==> config.mk <==
export PLATFORM = sky130hd
export DESIGN_NAME = tmds_channel_decoder
export DESIGN_NICKNAME = d
export VERILOG_FILES = /design/src/rtl/tmds_channel_decoder.sv
export SDC_FILE = /design/constraint.sdc
export NUM_CORES = 1
export LEC_CHECK = 0
export BUFFER_PORTS_ARGS = -buffer_cell sky130_fd_sc_hd__buf_2
export CORE_ASPECT_RATIO = 1.4
export CORE_MARGIN = 2
export CORE_UTILIZATION = 45
export CTS_BUF_LIST = sky130_fd_sc_hd__clkbuf_4
export DETAILED_ROUTE_END_ITERATION = 7
export HOLD_SLACK_MARGIN = 0.15
export PLACE_DENSITY_LB_ADDON = 0.3
export SKIP_LAST_GASP = 1
export SLEW_MARGIN = 20
export SYNTH_ARGS = -nofsm -noshare
export SYNTH_HDL_FRONTEND = slang
export SYNTH_SLANG_ARGS = --single-unit
==> constraint.sdc <==
create_clock -name clk -period 2.6 [get_ports clk]
set_clock_uncertainty 0.15 [all_clocks]
set_input_delay 0.52 -clock clk [delete_from_list [all_inputs] [get_ports clk]]
set_output_delay 0.52 -clock clk [all_outputs]
set_load 0.02 [all_outputs]
==> src/rtl/tmds_channel_decoder.sv <==
// tmds_channel_decoder: TMDS channel deserialiser, control-token word aligner and 8b/10b decoder (ports clk resetn sin -> vd cd vde word_stb locked; `TMDS_SLIP_CNT_EN adds slip_cnt)
module tmds_channel_decoder #(
  parameter int LOCK_COUNT    = 8,
  parameter int TIMEOUT_WORDS = 1024
) (
  input  logic       clk,
  input  logic       resetn,
  input  logic       sin,
  output logic [7:0] vd,
  output logic [1:0] cd,
  output logic       vde,
  output logic       word_stb,
  output logic       locked
`ifdef TMDS_SLIP_CNT_EN
  ,
  output logic [15:0] slip_cnt
`endif
);
  localparam logic [7:0]  LC = 8'(LOCK_COUNT);
  localparam logic [15:0] TO = 16'(TIMEOUT_WORDS);
  typedef enum logic [1:0] {HUNT, VERIFY, LOCKED} state_t;
  state_t      state_q, state_d;
  logic [9:0]  sr_q, sr_d;
  logic [3:0]  ph_q, ph_d;
  logic [7:0]  mc_q, mc_d;
  logic [15:0] gap_q, gap_d, gap_inc;
  logic [7:0]  vd_q, vd_d, dd, dec;
  logic [1:0]  cd_q, cd_d, tok_cd;
  logic        vde_q, vde_d, stb_q, stb_d, locked_q, is_tok, bnd;
  always_comb begin
    sr_d    = {sin, sr_q[9:1]};
    is_tok  = sr_d inside {10'b1101010100, 10'b0010101011, 10'b0101010100, 10'b1010101011};
    tok_cd  = sr_d == 10'b1101010100 ? 2'd0 :
              sr_d == 10'b0010101011 ? 2'd1 :
              sr_d == 10'b0101010100 ? 2'd2 : 2'd3;
    dd      = sr_d[9] ? ~sr_d[7:0] : sr_d[7:0];
    dec     = 8'd0;
    dec[0]  = dd[0];
    for (int i = 1; i < 8; i++) dec[i] = dd[i] ^ dd[i-1] ^ ~sr_d[8];
    bnd     = ph_q == 4'd9;
    gap_inc = gap_q == 16'hFFFF ? gap_q : gap_q + 16'd1;
    state_d = state_q;
    ph_d    = bnd ? 4'd0 : ph_q + 4'd1;
    mc_d    = mc_q;
    gap_d   = gap_q;
    vd_d    = vd_q;
    cd_d    = cd_q;
    vde_d   = vde_q;
    stb_d   = 1'b0;
    if (state_q == HUNT) begin
      ph_d = 4'd0;
      if (is_tok) begin
        mc_d    = 8'd1;
        state_d = VERIFY;
      end
    end else if (bnd && state_q == VERIFY) begin
      mc_d    = is_tok ? mc_q + 8'd1 : 8'd0;
      state_d = !is_tok ? HUNT : (mc_q + 8'd1 == LC) ? LOCKED : VERIFY;
      gap_d   = (is_tok && mc_q + 8'd1 == LC) ? 16'd0 : gap_q;
    end else if (bnd) begin
      gap_d   = is_tok ? 16'd0 : gap_inc;
      state_d = (!is_tok && gap_inc == TO) ? HUNT : LOCKED;
      mc_d    = (!is_tok && gap_inc == TO) ? 8'd0 : mc_q;
      stb_d   = is_tok || gap_inc != TO;
      vde_d   = stb_d ? !is_tok : vde_q;
      cd_d    = (stb_d && is_tok) ? tok_cd : cd_q;
      vd_d    = !stb_d ? vd_q : is_tok ? 8'd0 : dec;
    end
  end
`ifdef TMDS_SLIP_CNT_EN
  logic [15:0] slip_q, slip_d;
  always_comb slip_d = (state_q == LOCKED && !bnd && is_tok && slip_q != 16'hFFFF) ? slip_q + 16'd1 : slip_q;
  always_ff @(posedge clk) slip_q <= !resetn ? 16'd0 : slip_d;
  assign slip_cnt = slip_q;
`endif
  always_ff @(posedge clk) begin
    if (!resetn) begin
      state_q  <= HUNT;
      sr_q     <= '0;
      ph_q     <= '0;
      mc_q     <= '0;
      gap_q    <= '0;
      vd_q     <= '0;
      cd_q     <= '0;
      vde_q    <= 1'b0;
      stb_q    <= 1'b0;
      locked_q <= 1'b0;
    end else begin
      state_q  <= state_d;
      sr_q     <= sr_d;
      ph_q     <= ph_d;
      mc_q     <= mc_d;
      gap_q    <= gap_d;
      vd_q     <= vd_d;
      cd_q     <= cd_d;
      vde_q    <= vde_d;
      stb_q    <= stb_d;
      locked_q <= state_d == LOCKED;
    end
  end
  assign vd       = vd_q;
  assign cd       = cd_q;
  assign vde      = vde_q;
  assign word_stb = stb_q;
  assign locked   = locked_q;
endmodule

==> flow_metrics.tcl <==
set metrics [dict create \
    outcome "finished with violations" \
    violations "setup timing" \
    cp_max_fo 7 \
    reg2reg_to "mc_q[2]$_SDFFE_PN0P_" \
    finalWeightedCongestion 0.897 \
    slew_viol_final 0 \
    cts-root-buf "clkbuf_4" \
    htreeDepth 2 \
    cellPowerDensity_mw_per_mm2 358 \
    path_cells "nand4_1 -> or4_1 -> a211o_1 -> nor4b_4 -> nand4_2 -> o31ai_4 -> buf_6 -> a211oi_1" \
    fin_ws_ns -0.0362 \
    setup_viol 9 \
    vias 2817 \
    crit_arrival_ns 2.74 \
    clkSinkCount 52 \
    die_h_um 98.3 \
    start_util 0.463 \
    worst_path_largest_cell_delay_ns 0.53 \
    nets 410 \
    drc 0 \
    grt_max_degree 28 \
    ant_nets 0 \
    fp.dieW_um 71.4 \
    ys.flop_type "dfxtp_1" \
    place_ws_ns -0.184 \
    postLayoutCellArea_mm2 0.00343 \
    rsz0062_at_grt "yes" \
    synth_edf_count 0 \
    die-area_mm2 0.00701 \
    fillCellCount 573 \
    wl_um 7530 \
    grt_pass1_wl_um 12500 \
    whs_endpoint "cd[1]$_SDFFE_PN0P_" \
    yosys.cell_types.count 56 \
    grtUsageTotal 0.222 \
    wl_per_cell_um 15.8 \
    ys_ff_latch 52 \
    drt_first_pass_iters 4 \
    clkSlewWorstSetupHoldPaths_ns 0.17 \
    hp-start "sin" \
    syn_to_final_growth_pct 20.1 \
    r2r_start "gap_q[4]$_SDFFE_PN0P_" \
    slowest_stage "or4_1" \
    synthTopCellsByArea "dfxtp_1 (36%), a21oi_1 (5.1%), nor2_1 (4.9%)" \
    drive_above_1_share 0.257 \
    crit_type "register to register" \
    cp_num_buf_inv 1 \
    r2r_cells 8 \
    end_kind "register" \
    cp_top_family "simple AND/OR/NAND/NOR gates" \
    synth_most_common_cell "dfxtp_1" \
    ir_worst_vdd_mv 0.280 \
    drt-initial-drc-count 174 \
    synth_top_area_share 0.364 \
    cts_tree "done" \
    dpl-instance-area_mm2 0.00333 \
    synth_area_mm2 0.00286 \
    hold_path_depth 2 \
    avgViaCountPerCell 5.92 \
    maxSlewHeadroom 0.511 \
    grt.overflow.total 0 \
    diodes 0 \
    period_share 1.01 \
    tightest_slew_ns 0.732 \
    synthTopCellsByCount "dfxtp_1 (52), nor2_1 (37), a21oi_1 (29)" \
    grt_pass1_vias 2687 \
    syn_inst 351 \
    cp-start-kind "register" \
    postLayoutCoreUtil 0.557 \
    antenna_found_initial 0 \
    insertion_delay_ns 0.38 \
    cts_made_buffers 5 \
    synth_top_area_cell "dfxtp_1" \
    syn_avg_cell_area_um2 8.14 \
    syn_nets 358 \
    ctsHoldBuffers 0 \
    async_reset_ff_frac 0 \
    cap_violations 0 \
    hpwl_um 5540 \
    max_freq_mhz 379 \
    hold_path_class "primary input to register" \
    yosysWarnings 0 \
    r2r_slack_ns -0.04 \
    port_buffers 15 \
    required_ns 2.70 \
    io_pins 16 \
    yosysSeqAreaShare 0.364 \
    finalCriticalPeriod_ns 2.64 \
    clock_path_buffers 2 \
    p_total_w 0.00123 \
    hold_viol_final 0 \
    power.leakage_nw 1.26 \
    core_area_mm2 0.00617 \
    rows 34 \
]
-- routing by layer --
metal,up-vias,GRT usage,share of wire
li1,1395,-,-
met1,1340,0.264,0.41
met2,62,0.390,0.52
met3,20,0.0299,0.037
met4,0,0.102,0.033
met5,-,0,0
-- state kept, by name, indices dropped and copies added, names as in the netlist --
signal	cells
cd	2
word_stb	1
mc_q	8
vde	1
locked	1
sr_q	9
vd	8
ph_q	4
state_q	2
gap_q	16
-- worst max path at each step --
stage	slack, ns	depth (start not counted)	to	startpoint
floorplan	0.02	9	mc_q[7]$_SDFFE_PN0P_	gap_q[0]$_SDFFE_PN0P_
finish	-0.04	8	mc_q[2]$_SDFFE_PN0P_	gap_q[4]$_SDFFE_PN0P_
global route	-0.14	10	mc_q[0]$_SDFFE_PN0P_	gap_q[1]$_SDFFE_PN0P_
detailed placement	-0.18	7	mc_q[5]$_SDFFE_PN0P_	gap_q[4]$_SDFFE_PN0P_
global placement	-0.14	7	mc_q[2]$_SDFFE_PN0P_	gap_q[7]$_SDFFE_PN0P_
CTS	-0.03	8	mc_q[2]$_SDFFE_PN0P_	gap_q[4]$_SDFFE_PN0P_
-- worst reg2reg max path, delay by kind of cell (launching register included) --
kind	cells	cell delay, ns
buf+inv	1	0.16
flops	1	0.37
simple gates	4	1.25
compound gates	3	0.58
-- final cells by class --
type | count | area (µm²) | area share
Clock inverter | 3 | 25.0 | 0.00729
Inverter | 3 | 11.3 | 0.00328
Timing Repair Buffer | 72 | 507 | 0.148
Clock buffer | 5 | 37.5 | 0.0109
Multi-Input combinational cell | 269 | 1720 | 0.500
Sequential cell | 52 | 1050 | 0.305
Tap cell | 72 | 90.1 | 0.0262
-- cell families (layout without fill, tap and decap cells) --
group	Yosys count	count (layout)	share of synthesized area
muxes	4	4	0.0140
DFF	52	52	0.364
and+or+nand+nor	151	151	0.294
buffers and inverters	30	83	0.0447
AOI/OAI and AO/OA	92	92	0.211
xor gates and xnor gates	18	18	0.0552
adders and majority gates	4	4	0.0175
-- cell usage in the layout, fill, tap and decap left out, types with 2 or more instances in the layout --
master,n
buf_4,56
dfxtp_1,49
nor2_1,37
a21oi_1,29
nand2_1,23
o21ai_0,23
nand3_1,17
nand4_1,16
buf_2,15
nor3_1,10
xor2_1,10
and2_1,9
a31oi_1,9
xnor2_1,8
o221a_2,7
and4_1,6
and3_1,6
clkbuf_4,5
or2_2,4
mux2i_1,4
o211ai_1,4
nor2b_1,4
inv_1,3
or4_1,3
ha_1,3
nand3b_1,2
nand2b_1,2
nor4_1,2
a41oi_1,2
a211oi_1,2
a311oi_1,2
inv_6,2
dfxtp_2,2
-- per-stage QoR --
step	hold WS, ns	setup TNS [ns]	std cells
2_1_floorplan	0.281	0	351
3_3_place_gp	0.297	-0.862	465
3_5_place_dp	0.318	-1.23	465
4_1_cts	0.193	-0.153	475
5_1_grt	0.209	-1.83	476
6_report	0.210	-0.194	476
-- where the power goes --
part | leakage, nW | switching, W | internal (W)
sequential | 0.421 | 0.00000442 | 0.000799
clock | 0.0322 | 0.000284 | 0.000113
combinational | 0.812 | 0.0000200 | 0.0000104
total | 1.26 | 0.000308 | 0.000922
-- repair_timing --
item | in CTS | in global routing
endpoints found under the setup margin | 19 | 28
gates resized for setup | 2 | 1
pin swaps | 5 | 0
setup buffers | 2 | 1
No activity file was read; power rests on OpenSTA's default activity.
